`config.mk`:
```
export PLATFORM = sky130hd
export DESIGN_NAME = param_bank_write_arbiter_flat
export DESIGN_NICKNAME = d
export VERILOG_FILES = /design/src/rtl/param_bank_pkg.sv /design/src/rtl/param_bank_write_arbiter_if.sv /design/src/rtl/param_bank_write_arbiter_rr_arbiter.sv /design/src/rtl/param_bank_write_arbiter.sv /design/src/flat_wrapper.sv
export SDC_FILE = /design/constraint.sdc
export NUM_CORES = 1
export LEC_CHECK = 0
export ABC_AREA = 0
export BUFFER_PORTS_ARGS = -buffer_cell sky130_fd_sc_hd__buf_2
export CAP_MARGIN = 20
export CORE_MARGIN = 1
export CORE_UTILIZATION = 51
export DETAILED_ROUTE_END_ITERATION = 10
export PLACE_DENSITY_LB_ADDON = 0.15
export SYNTH_ARGS = -nofsm -noshare
export SYNTH_HDL_FRONTEND = slang
export SYNTH_SLANG_ARGS = --single-unit
```
`constraint.sdc`:
```
create_clock -name clk -period 4.1 [get_ports clk]
set_clock_uncertainty 0.15 [all_clocks]
set_input_delay 0.82 -clock clk [delete_from_list [all_inputs] [get_ports clk]]
set_output_delay 0.82 -clock clk [all_outputs]
set_load 0.005 [all_outputs]
```
`src/rtl/param_bank_pkg.sv`:
```
// Shared types and constants for the parameter-bank write arbiter and its register bank.
package param_bank_pkg;

  localparam int DEF_NUM_REQ  = 4;
  localparam int DEF_NUM_REGS = 8;
  localparam int DEF_DATA_W   = 8;

  typedef enum logic [1:0] {
    IDLE = 2'd0,
    LOAD = 2'd1,
    ACK  = 2'd2
  } state_e;

  // Bits needed to index n entries, never less than one.
  function automatic int addr_w_f(input int n);
    int w;
    w = 1;
    for (int i = 1; i < 31; i++) begin
      if ((1 << i) < n) w = i + 1;
    end
    return w;
  endfunction

endpackage

```
`src/rtl/param_bank_write_arbiter_if.sv`:
```
// Requester-side bus of the parameter-bank write arbiter. The lock vector exists only
// when ARB_LOCK_EN is defined.
interface param_bank_write_arbiter_if
  import param_bank_pkg::*;
#(
  parameter int NUM_REQ  = DEF_NUM_REQ,
  parameter int NUM_REGS = DEF_NUM_REGS,
  parameter int DATA_W   = DEF_DATA_W
);
  localparam int ADDR_W = addr_w_f(NUM_REGS);

  // Handshake: requester k raises req[k] with addr/data and holds it until ack[k]
  // pulses for one cycle; in the cycle after ack it must drop req or present a new write.
  logic [NUM_REQ-1:0]        req;
  logic [NUM_REQ*ADDR_W-1:0] addr;
  logic [NUM_REQ*DATA_W-1:0] data;
  logic [NUM_REQ-1:0]        ack;
  logic                      err;
  logic [NUM_REQ-1:0]        grant;
  logic                      busy;
  logic [NUM_REGS-1:0]       load;
  logic [DATA_W-1:0]         wdata;

`ifdef ARB_LOCK_EN
  logic [NUM_REQ-1:0]        lock;

  modport master (output req, addr, data, lock,
                  input  ack, err, grant, busy, load, wdata);
  modport slave  (input  req, addr, data, lock,
                  output ack, err, grant, busy, load, wdata);
`else
  modport master (output req, addr, data,
                  input  ack, err, grant, busy, load, wdata);
  modport slave  (input  req, addr, data,
                  output ack, err, grant, busy, load, wdata);
`endif

endinterface

```
`src/rtl/param_bank_write_arbiter_rr_arbiter.sv`:
```
// Combinational round-robin picker: first set request at or above ptr_i, wrapping.
module rr_arbiter #(
  parameter int NUM_REQ = 4,
  parameter int IDX_W   = 2
) (
  input  logic [NUM_REQ-1:0] req_i,
  input  logic [IDX_W-1:0]   ptr_i,
  output logic [NUM_REQ-1:0] gnt_o,
  output logic [IDX_W-1:0]   idx_o,
  output logic               any_o
);

  logic found;

  always_comb begin
    gnt_o = '0;
    idx_o = '0;
    found = 1'b0;
    for (int i = 0; i < NUM_REQ; i++) begin
      if (!found && req_i[(int'(ptr_i) + i) % NUM_REQ]) begin
        found = 1'b1;
        gnt_o[(int'(ptr_i) + i) % NUM_REQ] = 1'b1;
        idx_o = IDX_W'((int'(ptr_i) + i) % NUM_REQ);
      end
    end
    any_o = found;
  end

endmodule

```
`src/rtl/param_bank_write_arbiter.sv`:
```
// Round-robin write arbiter for a bank of load-enabled parameter registers.
// Define ARB_LOCK_EN to add per-requester lock for burst writes.
module param_bank_write_arbiter
  import param_bank_pkg::*;
#(
  parameter int NUM_REQ  = DEF_NUM_REQ,
  parameter int NUM_REGS = DEF_NUM_REGS,
  parameter int DATA_W   = DEF_DATA_W
) (
  input  logic                        clk,
  input  logic                        reset,
  param_bank_write_arbiter_if.slave   bus,
  output state_e                      state_o
);

  localparam int ADDR_W = addr_w_f(NUM_REGS);
  localparam int IDX_W  = addr_w_f(NUM_REQ);

  state_e              state_q, state_d;
  logic [IDX_W-1:0]    ptr_q, ptr_d;
  logic [IDX_W-1:0]    win_q, win_d;
  logic [NUM_REQ-1:0]  win_oh_q, win_oh_d;
  logic [ADDR_W-1:0]   addr_q, addr_d;
  logic [DATA_W-1:0]   data_q, data_d;

  logic [NUM_REQ-1:0]  pick_gnt;
  logic [IDX_W-1:0]    pick_idx;
  logic                pick_any;
  logic                err_pend;

  rr_arbiter #(
    .NUM_REQ (NUM_REQ),
    .IDX_W   (IDX_W)
  ) u_rr_arbiter (
    .req_i (bus.req),
    .ptr_i (ptr_q),
    .gnt_o (pick_gnt),
    .idx_o (pick_idx),
    .any_o (pick_any)
  );

  // An address past the last register completes normally but flags err instead of loading.
  assign err_pend = (int'(addr_q) >= NUM_REGS);
  assign state_o  = state_q;

  always_ff @(posedge clk) begin
    if (reset) begin
      state_q  <= IDLE;
      ptr_q    <= '0;
      win_q    <= '0;
      win_oh_q <= '0;
      addr_q   <= '0;
      data_q   <= '0;
    end else begin
      state_q  <= state_d;
      ptr_q    <= ptr_d;
      win_q    <= win_d;
      win_oh_q <= win_oh_d;
      addr_q   <= addr_d;
      data_q   <= data_d;
    end
  end

  always_comb begin
    state_d  = state_q;
    ptr_d    = ptr_q;
    win_d    = win_q;
    win_oh_d = win_oh_q;
    addr_d   = addr_q;
    data_d   = data_q;
    case (state_q)
      IDLE: begin
        if (pick_any) begin
          state_d  = LOAD;
          win_d    = pick_idx;
          win_oh_d = pick_gnt;
          addr_d   = bus.addr[int'(pick_idx)*ADDR_W +: ADDR_W];
          data_d   = bus.data[int'(pick_idx)*DATA_W +: DATA_W];
        end
      end
      LOAD: state_d = ACK;
      ACK: begin
        state_d = IDLE;
        ptr_d   = (win_q == IDX_W'(NUM_REQ - 1)) ? '0 : win_q + 1'b1;
`ifdef ARB_LOCK_EN
        // A locked winner keeps top priority so a burst is not interleaved.
        if (bus.lock[win_q]) ptr_d = win_q;
`endif
      end
      default: state_d = IDLE;
    endcase
  end

  always_comb begin
    bus.ack   = '0;
    bus.err   = 1'b0;
    bus.grant = '0;
    bus.busy  = 1'b0;
    bus.load  = '0;
    bus.wdata = '0;
    case (state_q)
      LOAD: begin
        bus.busy  = 1'b1;
        bus.grant = win_oh_q;
        bus.wdata = data_q;
        for (int r = 0; r < NUM_REGS; r++) begin
          bus.load[r] = !err_pend && (addr_q == ADDR_W'(r));
        end
      end
      ACK: begin
        bus.busy  = 1'b1;
        bus.grant = win_oh_q;
        bus.ack   = win_oh_q;
        bus.err   = err_pend;
      end
      default: ;
    endcase
  end

endmodule

```
`src/flat_wrapper.sv`:
```
// flat-port wrapper written by rule: the top's interface ports become plain ports
module param_bank_write_arbiter_flat import param_bank_pkg::*;
#(
  parameter int NUM_REQ  = DEF_NUM_REQ,
  parameter int NUM_REGS = DEF_NUM_REGS,
  parameter int DATA_W   = DEF_DATA_W
)
  (clk, reset, state_o, bus_req, bus_addr, bus_data, bus_ack, bus_err, bus_grant, bus_busy, bus_load, bus_wdata);
  param_bank_write_arbiter_if #(.NUM_REQ(NUM_REQ), .NUM_REGS(NUM_REGS), .DATA_W(DATA_W)) bus_i ();
  input  logic clk;
  input  logic reset;
  output state_e state_o;
  input wire logic [$bits(bus_i.req)-1:0] bus_req;
  input wire logic [$bits(bus_i.addr)-1:0] bus_addr;
  input wire logic [$bits(bus_i.data)-1:0] bus_data;
  output wire logic [$bits(bus_i.ack)-1:0] bus_ack;
  output wire logic [$bits(bus_i.err)-1:0] bus_err;
  output wire logic [$bits(bus_i.grant)-1:0] bus_grant;
  output wire logic [$bits(bus_i.busy)-1:0] bus_busy;
  output wire logic [$bits(bus_i.load)-1:0] bus_load;
  output wire logic [$bits(bus_i.wdata)-1:0] bus_wdata;
  assign bus_i.req = bus_req;
  assign bus_i.addr = bus_addr;
  assign bus_i.data = bus_data;
  assign bus_ack = bus_i.ack;
  assign bus_err = bus_i.err;
  assign bus_grant = bus_i.grant;
  assign bus_busy = bus_i.busy;
  assign bus_load = bus_i.load;
  assign bus_wdata = bus_i.wdata;
  param_bank_write_arbiter #(.NUM_REQ(NUM_REQ), .NUM_REGS(NUM_REGS), .DATA_W(DATA_W)) u_core (.clk(clk), .reset(reset), .bus(bus_i), .state_o(state_o));
endmodule
```
==> impl_metrics.env <==
export IMPL_grt_pass1_vias=1854
export IMPL_worst_slew_pin_slew_ns=0.732
export IMPL_drcViolationCount=0
export IMPL_finalHoldViolCount=0
export IMPL_rsz0062_at_grt="false"
export IMPL_cts_tree="done"
export IMPL_status="finished clean"
export IMPL_die_y_um=67.4
export IMPL_post_route_period_util_pct=78.6
export IMPL_fmax_ghz=0.310
export IMPL_yosys_warnings=0
export IMPL_root_buffer="clkbuf_8"
export IMPL_grt_use_total_pct=25.4
export IMPL_synth_area_per_cell_sq_um=8.42
export IMPL_htree_levels=1
export IMPL_r2r_slack_ns=0.88
export IMPL_slew_limit_headroom_pct=50.8
export IMPL_antenna_found_initial=0
export IMPL_drive_above_1_share_pct=33.8
export IMPL_synth_distinct_cells=52
export IMPL_vias=2160
export IMPL_wire_per_inst_um=15.2
export IMPL_drtPass1Iterations=4
export IMPL_cp_startpoint="u_core.ptr_q[0]"
export IMPL_powerDensity_nw_per_um2=284
export IMPL_post_drt_via_cell_ratio=5.84
export IMPL_ioPinCount=78
export IMPL_die_w_um=67.4
export IMPL_crit_required_ns=4.09
export IMPL_dp_slack_ns=0.889
export IMPL_cp_arrival_ns=3.21
export IMPL_synth_largest_area_cell="dfxtp_1"
export IMPL_setup_ws_ns=0.878
export IMPL_port_buffers=76
export IMPL_synthArstFlopShare_pct=0
export IMPL_post_cts_resized=0
export IMPL_wl_met3_um=244
export IMPL_startpoint_type="flop"
export IMPL_layout_nets=380
export IMPL_finalNonFillerCells=370
export IMPL_start_util_pct=53.7
export IMPL_wl_met1_um=2580
export IMPL_wl_met2_um=2730
export IMPL_seq_area_frac_synth_pct=19.3
export IMPL_coreArea_sq_um=4060
export IMPL_yosys_top_cells_area="dfxtp_1, mux2i_1, and2_1"
export IMPL_grt_pass1_wl_um=8690
export IMPL_cts_inserted_buffers=3
export IMPL_ff2ff_path_depth=8
export IMPL_timing_rr_start="u_core.ptr_q[0]"
export IMPL_timing_rr_end="u_core.data_q[3]"
export IMPL_gp_congestion=0.834
export IMPL_clock_sinks=21
export IMPL_fill_cells=369
export IMPL_insertion_delay_ns=0.26
export IMPL_yosys_most_used_dff="dfxtp_1"
export IMPL_final_cell_mix="buf_2, nor2_1, dfxtp_1, and2_1, nand2_1"
export IMPL_ys_ff_latch=21
export IMPL_grt_start_max_net_pins=32
export IMPL_diodes=0
export IMPL_fin_crit_ns=3.22
export IMPL_dieArea_sq_um=4540
export IMPL_drt_iter0_drc=141
export IMPL_syn_area_sq_um=2180
export IMPL_ctsHoldBuffers=0
export IMPL_routed_top_layer="met4"
export IMPL_crit_type="flop to flop"
export IMPL_crit_path_end_kind="flop"
export IMPL_rows=23
export IMPL_area_growth_pct=17.9
export IMPL_ant_nets=0
export IMPL_p_leak_nw=1.16
export IMPL_setup_viol=0
export IMPL_detailed_place_hpwl_um=4360
export IMPL_clkSlewWorstSetupHoldPaths_ns=0.08
export IMPL_whs_ns=0.342
export IMPL_min_path_type="flop to flop"
export IMPL_synth_top_area_share_pct=19.3
export IMPL_crit_fanout=11
export IMPL_maxCapViolCount=0
export IMPL_grt_ovfl_total=0
export IMPL_setup_tns_ns=0
export IMPL_clk_path_buf_depth=2
export IMPL_synth_edff_count=0
export IMPL_synth_nets=318
export IMPL_syn_inst=259
export IMPL_cts_setup_buffers=0
export IMPL_ir_drop_mv=0.240
export IMPL_wl_um=5640
export IMPL_finalMaxSlewViolations=0
export IMPL_final_common_cell="buf_2"
export IMPL_dp_cells=366
export IMPL_endpoint="u_core.data_q[3]"
## registers in the layout (all words and copies together) (netlist names)
signal,count
u_core.win_oh_q,4
u_core.state_o,2
u_core.addr_q,3
u_core.data_q,8
u_core.win_q,2
u_core.ptr_q,2
## power by group
| group | internal (W) | switching (W) | leakage, nW |
|---|---|---|---|
| Sequential | 0.000233 | 0.0000199 | 0.174 |
| Clock | 0.0000694 | 0.0000689 | 0.0228 |
| Combinational | 0.000155 | 0.000184 | 0.961 |
| Total | 0.000456 | 0.000273 | 1.16 |
## final cells by class
type | instances | area [sq um] | share of cell area (%)
multi-input cells | 213 | 1630 | 63.5
inverters | 4 | 15.0 | 0.584
well taps | 50 | 62.6 | 2.43
clock buffers | 4 | 45.0 | 1.75
flip-flops and latches | 21 | 420 | 16.4
repair buffers | 78 | 395 | 15.4
## metal layers
| metal | vias to the layer above | global-route usage [%] |
|---|---|---|
| li1 | 1088 | - |
| met1 | 999 | 31.8 |
| met2 | 65 | 44.4 |
| met3 | 8 | 4.05 |
| met4 | 0 | 6.91 |
| met5 | - | 0 |
## worst max-delay path: stages (launching register included)
cell	delay (ns)
dfxtp_1	0.34
clkinv_1	0.29
ha_1	0.53
or3b_1	0.40
a2111oi_0	0.40
a21o_1	0.21
o21a_2	0.33
and2_1	0.30
a221oi_1	0.13
## synthesized netlist by cell type, types with 2 or more instances
cell type,number
nor2_1,30
dfxtp_1,21
and2_1,18
nand2_1,16
mux2i_1,15
a211oi_1,12
clkbuf_1,12
a21oi_1,10
ha_1,9
nand2b_1,9
nand3b_1,8
a221oi_1,7
nor3_1,7
o21bai_1,7
mux2_2,5
a22oi_1,4
mux4_2,4
nand3_1,4
o21ai_0,4
o221a_2,4
o221ai_1,4
a2111oi_4,3
a22o_1,3
a2bb2oi_1,3
buf_2,3
buf_6,3
inv_1,3
mux2_4,3
a311oi_1,2
buf_4,2
nand2b_4,2
o22ai_1,2
## stage by stage
step                util (%)  total power [W]  instance area, sq um
global route            63.4         0.000779                  2570
floorplan                  -         0.000510                  2180
detailed placement      62.3         0.000595                  2530
finish                  63.4         0.000730                  2570
global placement        62.3         0.000589                  2530
CTS                     63.4         0.000733                  2570
## worst min-delay path by stage
| stage | end | cells after the start | from | slack [ns] |
|---|---|---|---|---|
| floorplan | u_core.win_q[1] | 2 | u_core.win_q[1] | 0.29 |
| global placement | u_core.win_q[1] | 2 | u_core.win_q[1] | 0.30 |
| detailed placement | u_core.win_q[1] | 2 | u_core.win_q[1] | 0.32 |
| CTS | u_core.win_q[1] | 2 | u_core.win_q[1] | 0.34 |
| global route | u_core.data_q[7] | 2 | u_core.data_q[7] | 0.38 |
| finish | u_core.win_q[1] | 2 | u_core.win_q[1] | 0.34 |
## cells by family after synthesis
group	count (synthesis)	share of synthesized area, %
AOI/OAI and AO/OA	73	28.3
adders and majority gates	9	5.16
buffers and inverters	25	5.85
DFF	21	19.3
muxes	27	15.7
other	1	0.172
and+or+nand+nor	103	25.6
(Power assumes the default switching activity.)
